File: src/rtl/queue_pkg.sv
// Shared widths, pointer arithmetic and error-bit indices for queue_peek_n.
// Error reporting is built only with QUEUE_PEEK_N_ERR_EN.
package queue_pkg;

  localparam int ERR_OVF = 1;
  localparam int ERR_UDF = 0;

  function automatic int cw_of(input int depth);
    return $clog2(depth + 1);
  endfunction

  function automatic int rw_of(input int peek);
    return $clog2(peek + 1);
  endfunction

  function automatic int pw_of(input int depth);
    return $clog2(depth);
  endfunction

  function automatic int unsigned ptr_add(
    input int unsigned p,
    input int unsigned n,
    input int unsigned depth
  );
    return (p + n) % depth;
  endfunction

endpackage

File: src/rtl/queue_peek_mux.sv
// Head window: rotates storage by rd_ptr into PEEK lanes.
// Lanes at or beyond the occupancy are forced to zero.
module queue_peek_mux
  import queue_pkg::*;
#(
  parameter int WIDTH = 32,
  parameter int DEPTH = 8,
  parameter int PEEK  = 2,
  parameter int CW    = cw_of(DEPTH),
  parameter int PW    = pw_of(DEPTH)
) (
  input  logic [DEPTH*WIDTH-1:0] i_mem,
  input  logic [PW-1:0]          i_rd_ptr,
  input  logic [CW-1:0]          i_count,
  output logic [PEEK-1:0]        o_vld,
  output logic [PEEK*WIDTH-1:0]  o_data
);

  for (genvar k = 0; k < PEEK; k++) begin : g_lane
    logic [PW-1:0]    idx;
    logic [WIDTH-1:0] word;

    assign idx  = PW'(ptr_add(32'(i_rd_ptr), k, DEPTH));
    assign word = i_mem[idx*WIDTH +: WIDTH];

    assign o_vld[k] = (i_count > CW'(k));
    assign o_data[k*WIDTH +: WIDTH] =
      o_vld[k] ? word : '0;
  end

endmodule

File: src/rtl/queue_peek_n.sv
// Circular FIFO with PEEK-wide head window and multi-pop.
// Define QUEUE_PEEK_N_ERR_EN for sticky overflow/underflow flags.
module queue_peek_n
  import queue_pkg::*;
#(
  parameter int WIDTH = 32,
  parameter int DEPTH = 8,
  parameter int PEEK  = 2,
  parameter int AFULL = DEPTH - 1,
  parameter int CW    = cw_of(DEPTH),
  parameter int RW    = rw_of(PEEK)
) (
  input  logic                  i_clk,
  input  logic                  i_rst,
  output logic                  o_full,
  output logic                  o_empty,
  output logic                  o_afull,
  output logic [CW-1:0]         o_count,
  output logic [PEEK-1:0]       o_vld,
  input  logic                  i_wr,
  input  logic [WIDTH-1:0]      i_wr_data,
  input  logic [RW-1:0]         i_rd_n,
  output logic [PEEK*WIDTH-1:0] o_rd_data,
  output logic [1:0]            o_err
);

  localparam int PW = pw_of(DEPTH);

  logic [DEPTH-1:0][WIDTH-1:0] mem;
  logic [PW-1:0] rd_ptr;
  logic [PW-1:0] wr_ptr;
  logic [CW-1:0] count;
  logic [CW-1:0] rd_ext;
  logic [CW-1:0] pop;
  logic          wr;

  assign o_full  = (count == CW'(DEPTH));
  assign o_empty = (count == '0);
  assign o_afull = (count >= CW'(AFULL));
  assign o_count = count;

  assign rd_ext = CW'(i_rd_n);
  assign pop    = (rd_ext > count) ? count : rd_ext;
  assign wr     = i_wr && !o_full;

  always_ff @(posedge i_clk) begin
    if (i_rst) begin
      rd_ptr <= '0;
      wr_ptr <= '0;
      count  <= '0;
    end else begin
      if (wr) begin
        wr_ptr <= PW'(ptr_add(32'(wr_ptr), 1, DEPTH));
      end
      rd_ptr <= PW'(ptr_add(32'(rd_ptr), 32'(pop), DEPTH));
      count  <= count + CW'(wr) - pop;
    end
  end

  // Storage is left unreset; lanes past count are masked anyway.
  always_ff @(posedge i_clk) begin
    if (!i_rst && wr) begin
      mem[wr_ptr] <= i_wr_data;
    end
  end

  queue_peek_mux #(
    .WIDTH (WIDTH),
    .DEPTH (DEPTH),
    .PEEK  (PEEK),
    .CW    (CW),
    .PW    (PW)
  ) u_mux (
    .i_mem    (mem),
    .i_rd_ptr (rd_ptr),
    .i_count  (count),
    .o_vld    (o_vld),
    .o_data   (o_rd_data)
  );

`ifdef QUEUE_PEEK_N_ERR_EN
  logic [1:0] err;

  always_ff @(posedge i_clk) begin
    if (i_rst) begin
      err <= '0;
    end else begin
      if (i_wr && o_full) begin
        err[ERR_OVF] <= 1'b1;
      end
      if (rd_ext > count) begin
        err[ERR_UDF] <= 1'b1;
      end
    end
  end

  assign o_err = err;
`else
  assign o_err = 2'b00;
`endif

endmodule

File: config.mk
export PLATFORM = sky130hd
export DESIGN_NAME = queue_peek_n
export DESIGN_NICKNAME = d
export VERILOG_FILES = /design/src/rtl/queue_pkg.sv /design/src/rtl/queue_peek_mux.sv /design/src/rtl/queue_peek_n.sv
export SDC_FILE = /design/constraint.sdc
export NUM_CORES = 1
export LEC_CHECK = 0
export CAP_MARGIN = 40
export CELL_PAD_IN_SITES_DETAIL_PLACEMENT = 0
export CELL_PAD_IN_SITES_GLOBAL_PLACEMENT = 1
export CORE_ASPECT_RATIO = 0.75
export CORE_MARGIN = 2
export CORE_UTILIZATION = 54
export DETAILED_ROUTE_END_ITERATION = 7
export GPL_TIMING_DRIVEN = 0
export PLACE_DENSITY = 0.85
export SYNTH_ARGS = -nofsm -noshare
export SYNTH_HDL_FRONTEND = slang
export SYNTH_SLANG_ARGS = --single-unit
File: constraint.sdc
create_clock -name i_clk -period 11.96 [get_ports i_clk]
set_clock_uncertainty 0.1 [all_clocks]
set_input_delay 1.196 -clock i_clk [delete_from_list [all_inputs] [get_ports i_clk]]
set_output_delay 1.196 -clock i_clk [all_outputs]
set_load 0.02 [all_outputs]
-- After elaboration in Yosys (flattened, before gate mapping)
Index checks and enable logic that the tools add are counted.
- register bits after elaboration: 266
- bits of input ports: 37
- output and inout port bits: 75
- word-level logic and storage cells: 37
- add/subtract/negate cells: 5
- $lt $le $gt $ge: 6
- eq/ne operators: 1
- shift operators: 2
- muxes and demuxes: 6
- reductions and logical operators: 6
- operator list (cell ; count):
    variable part select 256 x 9 -> 32 bit ; 2
    bitwise mux 256 bit ; 1
    demux 32 bit (select 3 bit) ; 1
    two-way mux 32 bit ; 3
    > comparator 4 x 1 -> 1 bit (second input constant) ; 2
    adder 3 x 1 -> 3 bit (second input constant) ; 2
    adder 4 x 1 -> 4 bit ; 1
    == test 4 bit (second input constant) ; 1
    greater-or-equal comparator 4 x 3 -> 1 bit (second input constant) ; 1
    > comparator 2 x 4 -> 1 bit ; 1
    logical NOT 4 bit ; 1
    less-than comparator 3 x 4 -> 1 bit (second input constant) ; 1
    two-way mux 4 bit ; 1
    subtractor 4 bit ; 1
    adder 3 bit ; 1
    greater-or-equal comparator 3 x 1 -> 1 bit (second input constant) ; 1
    logical AND 1 bit ; 3
    logical NOT 1 bit ; 2

-- Depth between registers and ports, before layout
- depth after elaboration: 5
- gate-level depth with buffers: 12
- depth with buffers taken out: 12

-- Hierarchy
A second synthesis with hierarchy kept.
- cell total of the unflattened synthesis: 592
- area, all modules: 12234.2 um2
- modules (own cells, without submodules) (module ; instances ; cells an instance ; area an instance (um2) ; sequential area each (um2)):
    queue_peek_n ; 1 ; 348 ; 8461.9 ; 7887.6
    queue_peek_mux ; 1 ; 244 ; 3772.4 ; 0.0

-- Worst setup path after synthesis
No wires, ideal clock.
- path type: input to register
- start point: input i_rst
- end point: register mem[32] (netlist name) (enable)
- setup time: 502 ps
- data arrival time: 4520 ps
- required time: 11358 ps
- slack: 6838 ps
- stages on the path: 2
- path through: clkbuf_1 -> nor4_1
- word-level cells in the longest chain between the ends: 2
- RTL lines (element ; RTL line ; source):
    start: declaration ; queue_peek_n.sv:14 ; input logic i_rst,
    logical NOT 1 bit ; queue_peek_n.sv:62 ; if (!i_rst && wr) begin
    logical AND 1 bit ; queue_peek_n.sv:62 ;
    end signal: indexed assignment ; queue_peek_n.sv:63 ; mem[wr_ptr] <= i_wr_data;
    end: declaration ; queue_peek_n.sv:29 ; logic [DEPTH-1:0][WIDTH-1:0] mem;
No other way between the ends.
A chain may end at the register's enable or synchronous reset.

-- Final worst setup path
- start point: register count[2] (netlist: o_count[2])
- end point: output o_rd_data[11]
- word-level cells in the longest chain between the ends: 2
- RTL lines (element ; RTL line ; source):
    start: declaration ; queue_peek_n.sv:32 ; logic [CW-1:0] count;
    start signal: assignment ; queue_peek_n.sv:56 ; count <= count + CW'(wr) - pop;
    > comparator 4 x 1 -> 1 bit ; queue_peek_mux.sv:26 ; assign o_vld[k] = (i_count > CW'(k));
    two-way mux 32 bit ; queue_peek_mux.sv:28 ; o_vld[k] ? word : '0;
    end: declaration ; queue_peek_n.sv:23 ; output logic [PEEK*WIDTH-1:0] o_rd_data,
No other way between the ends.

==> tab_implementation.tex <==
\begin{tabular}{lr}
\hline
Metric & Value \\
\hline
\multicolumn{2}{l}{\textbf{Outcome}} \\
\quad Outcome & complete, no violations \\
\multicolumn{2}{l}{\textbf{Drt}} \\
\quad Number of nets still failing antenna checks after routing & 0 \\
\quad Detailed Route WL & 29800 um \\
\quad Detailed-routing wirelength on met1 & 12000 um \\
\quad Number of remaining DRC errors & 0 \\
\quad Highest metal layer with signal wires & met5 \\
\quad Overall via count from detail\_route & 7011 \\
\quad Routed wire length on met3 & 2400 um \\
\quad Count of routing violations after the opening detailed-route iteration & 879 \\
\quad Detailed route wirelength on metal2 & 14700 um \\
\quad Routed via count divided by cell count & 6.60 \\
\quad Initial DRT Pass Iterations & 5 \\
\quad Per-cell routed wire length & 28.0 um \\
\multicolumn{2}{l}{\textbf{Critical path}} \\
\quad Top fanout value on the critical path & 10 \\
\quad Critical Path AT & approximately 3.5 ns \\
\quad Worst setup path category & register to output pin \\
\quad Depth of the worst register-to-register path & 11 \\
\quad Nature of the critical path startpoint & register \\
\quad Setup crit end kind & output pin \\
\quad Required time of the worst setup path & $\sim$11 ns \\
\multicolumn{2}{l}{\textbf{Synth}} \\
\quad Number of synthesized register bits & around 270 \\
\quad Compound-Gate Fraction of Synth Area & 0.0527 \\
\quad Cell area after technology mapping & 12300 sq um \\
\quad Library cells used by synthesis & 39 \\
\quad Area fraction of the dominant cell type after synthesis & 0.627 \\
\quad Number of synthesis warnings & 0 \\
\quad Main area contributors after synthesis & sky130\_fd\_sc\_hd\_\_edfxtp\_1 (63\%), sky130\_fd\_sc\_hd\_\_mux4\_2 (24\%), sky130\_fd\_sc\_hd\_\_a22o\_1 (4.6\%) \\
\quad Most instantiated flip-flop cell in the synthesis netlist & sky130\_fd\_sc\_hd\_\_edfxtp\_1 \\
\quad Dominant combinational cell family by area after synthesis & multiplexers \\
\quad Synth Area in Simple Gates & 0.0170 \\
\quad Syn Area/Cell & 20.8 sq um \\
\quad Share of flip-flops with an asynchronous set or reset & 0 \\
\quad Post-synthesis share of cell area spent on full adders, half adders and majority gates & 0.0176 \\
\quad Multiplexer share of the synthesized area & 0.239 \\
\quad Post-synthesis xor/xnor area fraction & 0.00286 \\
\quad Top cells by instance count after synthesis & sky130\_fd\_sc\_hd\_\_edfxtp\_1 (256), sky130\_fd\_sc\_hd\_\_mux4\_2 (128), sky130\_fd\_sc\_hd\_\_a22o\_1 (64) \\
\quad Portion of the post-synthesis area used by sequential elements & 0.644 \\
\quad Most frequent cell after synthesis & sky130\_fd\_sc\_hd\_\_edfxtp\_1 \\
\quad Cell type with the highest aggregate area in the netlist & sky130\_fd\_sc\_hd\_\_edfxtp\_1 \\
\quad Number of instances in the synthesized netlist & 590 \\
\quad Number of flops mapped to enable cells by yosys & approximately 260 \\
\multicolumn{2}{l}{\textbf{GRT}} \\
\quad First-pass GRT wire length & 44800 um \\
\quad Antenna violations before repair & 1 \\
\quad Total routing usage reported by global routing & 0.258 \\
\quad Number of global-route vias before repair & approximately 7300 \\
\quad Remaining global-route overflow & 0 \\
\quad Pin count of the biggest net entering global routing & 24 \\
\multicolumn{2}{l}{\textbf{Die}} \\
\quad I/O pin count & 112 \\
\quad Full die area & around 24000 sq um \\
\quad Height of the chip & 134 um \\
\quad Area of the placeable core & 22200 sq um \\
\quad Effective utilization at floorplan & 0.553 \\
\quad Horizontal extent of the die & 178 um \\
\quad Floorplan row count & 47 \\
\multicolumn{2}{l}{\textbf{Timing}} \\
\quad Finish-stage setup viols & 0 \\
\quad Slew at the pin closest to its max-slew limit & 0.846 ns \\
\quad Max Fclk & 207 MHz \\
\quad Final slew viol count & 0 \\
\quad Unrepaired setup endpoints after global routing & false \\
\quad Final period util & 0.404 \\
\quad Number of failing hold endpoints at the final stage & 0 \\
\quad Hold WS & 0.432 ns \\
\quad Post-route minimum period & between 4 and 5 ns \\
\quad Headroom to the max-slew limit & 0.436 \\
\quad Final TNS setup & 0 ns \\
\multicolumn{2}{l}{\textbf{Layout}} \\
\quad Fill cell total of the finished layout & 1444 \\
\quad Cell Count, Final, Fillers Out & between 1000 and 1500 \\
\quad Total inserted antenna cells & 0 \\
\quad Area Growth Syn to Fin & 21.5\% \\
\quad Post-layout net count & 803 \\
\quad Share of final-layout standard cells stronger than drive strength 1 & 0.308 \\
\multicolumn{2}{l}{\textbf{Power and ir drop}} \\
\quad Net Switching & 1.45 mW \\
\quad Static leakage power & roughly 5 nW \\
\quad Combinational share of power & 0.529 \\
\quad Worst ir drop on vdd & 0.000202 V \\
\quad Part of the power in registers & 0.267 \\
\quad Pwr per Cell Area & 272 nW/um\^{}2 \\
\quad Clk network pwr share & 0.204 \\
\quad Internal cell power & around 2.6 mW \\
\quad Share of total power consumed by net switching & 0.358 \\
\multicolumn{2}{l}{\textbf{Placement}} \\
\quad IO Port Bufs & 109 \\
\quad Detailed placer's ending HPWL & 19600 um \\
\quad Cell count after placement & $\sim$1000 \\
\quad Final weighted congestion of routability-driven global placement & 0.778 \\
\multicolumn{2}{l}{\textbf{Clocking}} \\
\quad Clock latency on the worst-skew pair & 0.54 ns \\
\quad Maximum buffer depth of the clock tree & 3 \\
\quad H-tree depth & 1 \\
\quad Buffer cell driving the clock tree root & sky130\_fd\_sc\_hd\_\_clkbuf\_16 \\
\quad \# Post-CTS Setup Buffers & 0 \\
\quad Inserted Clock Buffers & 26 \\
\quad CTS-repair resized insts & 0 \\
\quad CTS tree & built \\
\quad Clock sink count & 266 \\
\quad CTS hold repair buffers & 0 \\
\quad Clock-pin slew on the worst setup and hold paths & 0.06 ns \\
\multicolumn{2}{l}{\textbf{Run}} \\
\quad Max cap viols & 0 \\
\multicolumn{2}{l}{\textbf{Worst hold path}} \\
\quad Worst hold path depth & 2 \\
\quad Class of the worst hold path & register to register \\
\hline
\end{tabular}
power by group through the flow:
| stage | Clock [mW] | Combinational (mW) | Sequential [mW] |
|---|---|---|---|
| after floorplan | 0 | 1.37 | 1.10 |
| after global placement | 0 | 2.12 | 1.10 |
| after detailed placement | 0 | 2.15 | 1.10 |
| after CTS | 0.836 | 2.16 | 1.08 |
| after global routing | 0.873 | 2.26 | 1.09 |
| final | 0.827 | 2.14 | 1.08 |
worst paths after layout:
| kind | slack [ns] | end | from |
|---|---|---|---|
| setup / recovery | 7.13 | o_rd_data[11] | o_count[2]$_SDFF_PP0_ |
| hold / removal | 0.43 | wr_ptr[0]$_SDFFE_PP0P_ | wr_ptr[0]$_SDFFE_PP0P_ |
| setup reg to reg | 8.66 | o_count[3]$_SDFF_PP0_ | o_count[1]$_SDFF_PP0_ |
| hold reg to reg | 0.43 | wr_ptr[0]$_SDFFE_PP0P_ | wr_ptr[0]$_SDFFE_PP0P_ |
worst max-delay path, stage by stage (launching register included):
cell	delay (ns)
sky130_fd_sc_hd__dfxtp_1	0.42
sky130_fd_sc_hd__inv_1	0.11
sky130_fd_sc_hd__ha_1	0.27
sky130_fd_sc_hd__nor3b_2	0.21
sky130_fd_sc_hd__nor2_1	0.37
sky130_fd_sc_hd__clkbuf_1	0.68
sky130_fd_sc_hd__a22o_1	0.31
sky130_fd_sc_hd__clkdlybuf4s50_1	0.63
metal layers:
| layer | GRT usage | up-vias |
|---|---|---|
| li1 | - | 2893 |
| met1 | 0.371 | 3697 |
| met2 | 0.423 | 365 |
| met3 | 0.0453 | 54 |
| met4 | 0.0597 | 2 |
| met5 | 0 | - |
sequential cells by signal, indices dropped and copies added, names as in the netlist:
register / flops
rd_ptr: 3
mem: 256
wr_ptr: 3
o_count: 4
cells in the final DEF, fill, tap and decap left out, types with 2 or more instances in the layout:
cell / instances
sky130_fd_sc_hd__a21oi_1: 4
sky130_fd_sc_hd__inv_1: 10
sky130_fd_sc_hd__o21ai_0: 2
sky130_fd_sc_hd__nor3_2: 2
sky130_fd_sc_hd__clkinv_2: 6
sky130_fd_sc_hd__buf_4: 15
sky130_fd_sc_hd__buf_6: 17
sky130_fd_sc_hd__bufinv_16: 4
sky130_fd_sc_hd__clkbuf_16: 26
sky130_fd_sc_hd__buf_1: 2
sky130_fd_sc_hd__dfxtp_1: 10
sky130_fd_sc_hd__mux4_2: 128
sky130_fd_sc_hd__edfxtp_1: 256
sky130_fd_sc_hd__a21o_1: 2
sky130_fd_sc_hd__conb_1: 2
sky130_fd_sc_hd__nand2_1: 8
sky130_fd_sc_hd__buf_12: 4
sky130_fd_sc_hd__clkinv_1: 7
sky130_fd_sc_hd__nor2_1: 6
sky130_fd_sc_hd__clkdlybuf4s50_1: 109
sky130_fd_sc_hd__buf_2: 19
sky130_fd_sc_hd__nor2_4: 4
sky130_fd_sc_hd__fa_1: 2
sky130_fd_sc_hd__xor2_1: 3
sky130_fd_sc_hd__mux2_2: 3
sky130_fd_sc_hd__buf_8: 2
sky130_fd_sc_hd__ha_1: 14
sky130_fd_sc_hd__nor2b_1: 7
sky130_fd_sc_hd__nand3_1: 3
sky130_fd_sc_hd__clkbuf_1: 10
sky130_fd_sc_hd__a22o_1: 64
metrics by stage:
stage	util	power [mW]	worst slack, ns	cell area, sq um
after CTS	0.671	4.08	7.14	14900
after floorplan	-	2.47	6.84	12300
after detailed placement	0.633	3.25	7.57	14000
after global placement	0.619	3.22	2.91	13700
after global routing	0.671	4.22	6.99	14900
final	0.671	4.06	7.13	14900
layout make-up:
cell class / count / area [sq um] / area share
plain buffers: 45 / 290 / 0.0195
clock buffers: 28 / 658 / 0.0442
clock inverters: 19 / 201 / 0.0135
inverters: 11 / 41.3 / 0.00277
multi-input cells: 269 / 4090 / 0.275
flip-flops and latches: 266 / 7890 / 0.530
well taps: 294 / 368 / 0.0247
repair buffers: 131 / 1350 / 0.0905
kinds of logic after synthesis:
family | count (synthesis)
flops | 266
mux | 132
compound gates | 77
buf+inv | 56
simple gates | 38
fa+ha+maj | 16
xor+xnor | 4
other cells | 1
Note: power is estimated with default switching activity, not from simulation.
